`src/rtl/cmb_arbiter_if.sv`:
```
// Requester-side and datapath-side signals of the shared result-check arbiter.
// master = requesters plus the external datapath; slave = the arbiter itself.
interface cmb_arbiter_if;
    logic [3:0]  req;
    logic [15:0] word0;
    logic [15:0] word1;
    logic [15:0] word2;
    logic [15:0] word3;
    logic [15:0] dp_in;
    logic [3:0]  dp_out;
    logic [3:0]  gnt;
    logic        busy;
    logic        resp_valid;
    logic [1:0]  resp_id;
    logic [3:0]  resp_data;
    logic [15:0] txn_count;

    modport master (
        output req, word0, word1, word2, word3, dp_out,
        input  dp_in, gnt, busy, resp_valid, resp_id, resp_data, txn_count
    );

    modport slave (
        input  req, word0, word1, word2, word3, dp_out,
        output dp_in, gnt, busy, resp_valid, resp_id, resp_data, txn_count
    );
endinterface

```
`src/rtl/cmb_arbiter.sv`:
```
// Round-robin arbiter that time-shares one combinational datapath among four requesters,
// holding the winner's operand for SETTLE cycles before sampling the 4-bit result.
module cmb_arbiter #(
    parameter int unsigned SETTLE = 1
) (
    input logic          clock,
    input logic          reset,
    cmb_arbiter_if.slave bus
);

    typedef enum logic {StIdle, StHold} state_e;

    localparam logic [3:0] CntReload = 4'(SETTLE - 1);

    state_e      state_q, state_d;
    logic [1:0]  ptr_q, ptr_d;
    logic [1:0]  id_q, id_d;
    logic [3:0]  cnt_q, cnt_d;
    logic [15:0] dp_in_q, dp_in_d;
    logic [3:0]  gnt_q, gnt_d;
    logic        resp_valid_q, resp_valid_d;
    logic [1:0]  resp_id_q, resp_id_d;
    logic [3:0]  resp_data_q, resp_data_d;
    logic [15:0] txn_count_q, txn_count_d;

    logic [1:0]  winner;
    logic [1:0]  cand;
    logic        found;
    logic [15:0] word_sel;

    // Scan upward from ptr+1; the last candidate (offset 4) is ptr itself.
    always_comb begin
        winner = '0;
        cand   = '0;
        found  = 1'b0;
        for (int unsigned off = 1; off <= 4; off++) begin
            cand = ptr_q + off[1:0];
            if (!found && bus.req[cand]) begin
                winner = cand;
                found  = 1'b1;
            end
        end
    end

    always_comb begin
        word_sel = bus.word0;
        unique case (winner)
            2'd0: word_sel = bus.word0;
            2'd1: word_sel = bus.word1;
            2'd2: word_sel = bus.word2;
            2'd3: word_sel = bus.word3;
        endcase
    end

    always_comb begin
        state_d      = state_q;
        ptr_d        = ptr_q;
        id_d         = id_q;
        cnt_d        = cnt_q;
        dp_in_d      = dp_in_q;
        gnt_d        = '0;
        resp_valid_d = 1'b0;
        resp_id_d    = resp_id_q;
        resp_data_d  = resp_data_q;
        txn_count_d  = txn_count_q;

        unique case (state_q)
            StIdle: begin
                if (found) begin
                    state_d = StHold;
                    dp_in_d = word_sel;
                    id_d    = winner;
                    gnt_d   = 4'b0001 << winner;
                    ptr_d   = winner;
                    cnt_d   = CntReload;
                end
            end
            StHold: begin
                if (cnt_q != '0) begin
                    cnt_d = cnt_q - 4'd1;
                end else begin
                    // dp_in has been stable for SETTLE cycles; dp_out is trusted now.
                    resp_data_d  = bus.dp_out;
                    resp_id_d    = id_q;
                    resp_valid_d = 1'b1;
                    txn_count_d  = txn_count_q + 16'd1;
                    state_d      = StIdle;
                end
            end
        endcase
    end

    always_ff @(posedge clock) begin
        if (reset) begin
            state_q      <= StIdle;
            ptr_q        <= 2'd3;
            id_q         <= '0;
            cnt_q        <= '0;
            dp_in_q      <= '0;
            gnt_q        <= '0;
            resp_valid_q <= 1'b0;
            resp_id_q    <= '0;
            resp_data_q  <= '0;
            txn_count_q  <= '0;
        end else begin
            state_q      <= state_d;
            ptr_q        <= ptr_d;
            id_q         <= id_d;
            cnt_q        <= cnt_d;
            dp_in_q      <= dp_in_d;
            gnt_q        <= gnt_d;
            resp_valid_q <= resp_valid_d;
            resp_id_q    <= resp_id_d;
            resp_data_q  <= resp_data_d;
            txn_count_q  <= txn_count_d;
        end
    end

    assign bus.dp_in      = dp_in_q;
    assign bus.gnt        = gnt_q;
    assign bus.busy       = (state_q == StHold);
    assign bus.resp_valid = resp_valid_q;
    assign bus.resp_id    = resp_id_q;
    assign bus.resp_data  = resp_data_q;
    assign bus.txn_count  = txn_count_q;

endmodule

```
`src/flat_wrapper.sv`:
```
// flat-port wrapper written by rule: the top's interface ports become plain ports
module cmb_arbiter_flat 
#(
    parameter int unsigned SETTLE = 1
)
  (clock, reset, bus_req, bus_word0, bus_word1, bus_word2, bus_word3, bus_dp_out, bus_dp_in, bus_gnt, bus_busy, bus_resp_valid, bus_resp_id, bus_resp_data, bus_txn_count);
  cmb_arbiter_if bus_i ();
  input logic clock;
  input logic reset;
  input wire logic [$bits(bus_i.req)-1:0] bus_req;
  input wire logic [$bits(bus_i.word0)-1:0] bus_word0;
  input wire logic [$bits(bus_i.word1)-1:0] bus_word1;
  input wire logic [$bits(bus_i.word2)-1:0] bus_word2;
  input wire logic [$bits(bus_i.word3)-1:0] bus_word3;
  input wire logic [$bits(bus_i.dp_out)-1:0] bus_dp_out;
  output wire logic [$bits(bus_i.dp_in)-1:0] bus_dp_in;
  output wire logic [$bits(bus_i.gnt)-1:0] bus_gnt;
  output wire logic [$bits(bus_i.busy)-1:0] bus_busy;
  output wire logic [$bits(bus_i.resp_valid)-1:0] bus_resp_valid;
  output wire logic [$bits(bus_i.resp_id)-1:0] bus_resp_id;
  output wire logic [$bits(bus_i.resp_data)-1:0] bus_resp_data;
  output wire logic [$bits(bus_i.txn_count)-1:0] bus_txn_count;
  assign bus_i.req = bus_req;
  assign bus_i.word0 = bus_word0;
  assign bus_i.word1 = bus_word1;
  assign bus_i.word2 = bus_word2;
  assign bus_i.word3 = bus_word3;
  assign bus_i.dp_out = bus_dp_out;
  assign bus_dp_in = bus_i.dp_in;
  assign bus_gnt = bus_i.gnt;
  assign bus_busy = bus_i.busy;
  assign bus_resp_valid = bus_i.resp_valid;
  assign bus_resp_id = bus_i.resp_id;
  assign bus_resp_data = bus_i.resp_data;
  assign bus_txn_count = bus_i.txn_count;
  cmb_arbiter #(.SETTLE(SETTLE)) u_core (.clock(clock), .reset(reset), .bus(bus_i));
endmodule
```
`config.mk`:
```
export PLATFORM = sky130hd
export DESIGN_NAME = cmb_arbiter_flat
export DESIGN_NICKNAME = d
export VERILOG_FILES = /design/src/rtl/cmb_arbiter_if.sv /design/src/rtl/cmb_arbiter.sv /design/src/flat_wrapper.sv
export SDC_FILE = /design/constraint.sdc
export NUM_CORES = 1
export LEC_CHECK = 0
export ABC_AREA = 1
export BUFFER_PORTS_ARGS = -buffer_cell sky130_fd_sc_hd__buf_2
export CORE_UTILIZATION = 50
export DETAILED_ROUTE_END_ITERATION = 10
export GPL_TIMING_DRIVEN = 1
export PLACE_DENSITY = 0.8
export SYNTH_ARGS = -nofsm -noshare
export SYNTH_HDL_FRONTEND = slang
export SYNTH_SLANG_ARGS = --single-unit
```
`constraint.sdc`:
```
create_clock -name clock -period 4 [get_ports clock]
set_input_delay 0.2 -clock clock [delete_from_list [all_inputs] [get_ports clock]]
set_output_delay 0.2 -clock clock [all_outputs]
set_load 0.005 [all_outputs]
```
==> results.txt <==
The most prevalent standard cell on the critical path is nand2_1. The power spent charging and discharging nets came out at 1.22 mW. The clock latency at the later pin of the worst-skew pair is 0.31 ns. The core region is 5610 um^2.

The kind of end point of the critical path is a flop. Combinational logic is responsible for 59.4% of the overall power. At the pin with the least slew margin, the transition time is 0.657 ns.

In the global route stage, overall resource usage came out at 25.0%. The mean instance size in the synthesized netlist came out at 6.88 um^2. The run finished with clean final reports. The cell family contributing the most delay on the critical path is simple AND/OR/NAND/NOR gates.

The clock buffer count from CTS came out at 5. Setup repair after global routing left no endpoint under its margin. The min-delay analysis places its worst path in the category input port to flop.

Sorting the synthesized cells by area gives the leading types as dfxtp_1 (35%), nand2_1 (17%), nand3_1 (6.0%), nand3b_1 (5.5%), nand4_1 (4.6%). The setup fix buffers added after clock tree synthesis is 0. The H-tree generated during clock tree synthesis spans 2 levels. The height of the die came out at 79.2 um. In the routed design, unresolved DRC markers number 0. The initial antenna violation count was 0. The antenna cell count is 0. Ranked by instance count, the synthesized netlist is headed by nand2_1 (134), dfxtp_1 (52), nand3_1 (36). Counting every sink on the clock net gives 52. The number of detailed-route iterations in the first pass is 4.

The worst path in the final design needs a cycle of 2.46 ns, including I/O delays and setup. The number of failing hold endpoints at the final stage is 0. The count of input and output buffers came out at 117.

The area added between synthesis and finish came out at 21.0%. The met2 capacity usage during global routing is 42.0%. The global-route wire length before repair is 12700 um. The initial core utilization came out at 53.1%. The post-cts repair resize count came out at 0. The largest stage delay on the critical path is 0.50 ns. The startpoint identified for the worst hold timing path is bus_dp_out[3]. The number of cells traversed by the worst register-to-register path came out at 14. In the post-synthesis netlist, the cell with the most instances is nand2_1. Counting every instance in the synthesized netlist gives 433. The hold buffer count at cts came out at 0. The antenna violation net count after detailed routing is 0. The number of pins with negative max-slew slack in the final report is 0.

Dividing total power by cell area gives a power density of 693 nW/um^2. The via count of the first global-routing pass came out at 2927. The worst-path cell with the longest stage delay is dfxtp_1. The overall die width came out at 79.2 um. The routing usage on met3 came out at 5.63%.

The worst setup slack after layout came out at 1.54 ns. The maximum VDD drop is 0.484 mV. The share of the clock period used by the worst path after layout came out at 61.4%. Counting tap cells, the placed design contains a total of 600 instances. Setup violations remaining at the end of the flow were counted as 0.

Counting instances, the worst hold path has a depth of 3. The vias after detailed routing came out at 3150. The die covers 6270 um^2. The most used flip-flop cell after synthesis is dfxtp_1. The count of flip-flops with a built-in enable after synthesis came out at 0.

The final standard cell count with taps included and fillers excluded is 608. The per-cell routed wire length came out at 12.5 um. 118 I/O pins were placed. The worst setup slack before clock tree synthesis came out at 1.56 ns. The required time of the critical path is 4.26 ns. STA classifies the critical path startpoint as a flop. The launch point of the critical path is u_core.ptr_q[0]$_SDFFE_PP1P_. The critical path class is flop to flop.

The overall overflow remaining after global route is 0. The clock tree from TritonCTS is yes. Summing the sequential cell areas from Yosys gives 34.9% of the chip area. Per report_power, the clock group accounts for 12.4% of the total.

The number of warning messages in the yosys log came out at 0. The detail-routed via count per cell came out at 5.18. The synthesized design spends more area on one cell type than any other, namely dfxtp_1. The number of stages on the worst setup path is 14. The critical path goes through inv_4, nand2_1, nand2_1, nand2_2, nand2_2, nor2_4, nand3_1, nand2_2, inv_2, nand3b_1, nand2_1, inv_1, nand2_1, nand2_1.

The aggregate negative setup slack is 0 ns. Routability-driven placement finished with a final weighted congestion of 0.900. Summed over all nets, the half-perimeter wirelength after detailed placement is 5590 um.

In this run the tightest slew margin relative to its limit is 56.1%. In this run the critical register-to-register path is launched from u_core.ptr_q[0]$_SDFFE_PP1P_. Max-cap violations in this run came to 0. The highest achievable clock rate came out at 0.407 GHz. The row count came out at 27. For this run, the post-layout net count is 612. The leakage power came out at 1.82 nW. The final clock skew came out at 0.00872 ns. The routing usage on met1 is 30.6%. The arrival time reported for the critical path endpoint came out at 2.71 ns.

The highest net fanout along the worst path came out at 42. The share of layout cells above drive strength 1 came out at 30.8%. The tree is rooted in a clkbuf_8. When the netlist entered floorplanning its net count stood at 510. The proportion of netlist area held by the largest area contributor came out at 34.9%. The clock transition time at the flip-flop clock pins of the worst setup and hold paths is 0.10 ns. Net switching is 48.7% of the power. The global routing stage identified its most utilized layer as met2. The post-synthesis instance area came out at 2980 um^2.

The number of flip-flops and latches in the synthesized netlist is 52. The sequential fraction of design power came out at 28.2%. The first-iteration detailed-routing DRC count is 179. The clock tree buffer depth came out at 2. Entering global routing, the biggest net connects 47 pins.

The count of buffer and inverter cells on the critical path came out at 3. The proportion of register bits with asynchronous set or reset after synthesis is 0%. For this block, the routed nets add up to 7580 um of wire. The count of different cell masters after synthesis came out at 34. Cell internal power was estimated by the tool at 1.28 mW.
[final cells by class]
cell class,count,area (um^2)
clock buffer,5,68.8
clock inverter,3,22.5
fill,547,2000
inverter,48,183
multi-input combinational,311,1620
sequential,52,1040
tap,72,90.1
timing repair buffer,117,586
[cells by family after synthesis]
| family | Yosys count | share of synthesized area (%) |
|---|---|---|
| AO/OA/AOI/OAI | 52 | 11.3 |
| XOR/XNOR | 3 | 0.882 |
| adder cells (fa/ha/maj) | 3 | 1.26 |
| buffers and inverters | 70 | 10.8 |
| flip-flops | 52 | 34.9 |
| AND/OR/NAND/NOR | 253 | 40.7 |
[cells in the final DEF (no fill, tap or decap), drive strengths merged]
cell type	netlist	final
a21oi	24	24
a22oi	1	1
a31oi	1	1
buf	21	117
clkbuf	1	5
clkinv	6	8
dfxtp	52	52
ha	3	3
inv	42	43
nand2	145	145
nand3	37	37
nand3b	22	22
nand4	22	22
nor2	20	20
nor3	6	6
nor4	1	1
o21a	3	3
o21ai	11	11
o21bai	11	11
o22ai	1	1
xnor2	1	1
xor2	2	2
[flip-flops by register name (all words and copies together), names as in the netlist]
signal,count
u_core.bus.dp_in,16
u_core.bus.txn_count,16
u_core.bus.gnt,4
u_core.bus.resp_data,4
u_core.cnt_q,4
u_core.bus.resp_id,2
u_core.id_q,2
u_core.ptr_q,2
u_core.bus.busy,1
u_core.bus.resp_valid,1
[final timing paths]
check	slack [ns]	to
max	1.54	u_core.bus.dp_in[5]$_SDFFE_PP0P_
max reg2reg	1.54	u_core.bus.dp_in[5]$_SDFFE_PP0P_
min reg2reg	0.46	u_core.id_q[1]$_SDFFE_PP0P_
min	0.12	u_core.bus.resp_data[3]$_SDFFE_PP0P_
[layer usage]
layer | up-vias | part of all wire [%]
met4 | 0 | 2.1
met3 | 17 | 6.7
met2 | 107 | 47
li1 | 1608 | -
met5 | - | 0
met1 | 1418 | 44
[metrics by stage]
stage	utilization [%]	area, um^2	power (mW)	hold slack, ns
finish	64.3	3610	2.50	0.124
global placement	62.7	3510	2.15	0.433
CTS	64.3	3610	2.51	0.118
global route	64.3	3610	2.74	0.137
detailed placement	62.7	3510	2.19	0.435
floorplan	-	2980	2.00	0.345
[worst min-delay path, cell delays in order]
cell and delay [ns]:
buf_2 0.09, nand2_1 0.05, a21oi_1 0.05
[power by group through the flow]
stage | combinational (mW) | sequential, mW | clock (mW)
floorplan | 1.30 | 0.709 | 0
global route | 1.68 | 0.717 | 0.339
finish | 1.49 | 0.704 | 0.310
detailed placement | 1.48 | 0.711 | 0
CTS | 1.49 | 0.702 | 0.317
global placement | 1.44 | 0.709 | 0
(Power assumes the default switching activity.)
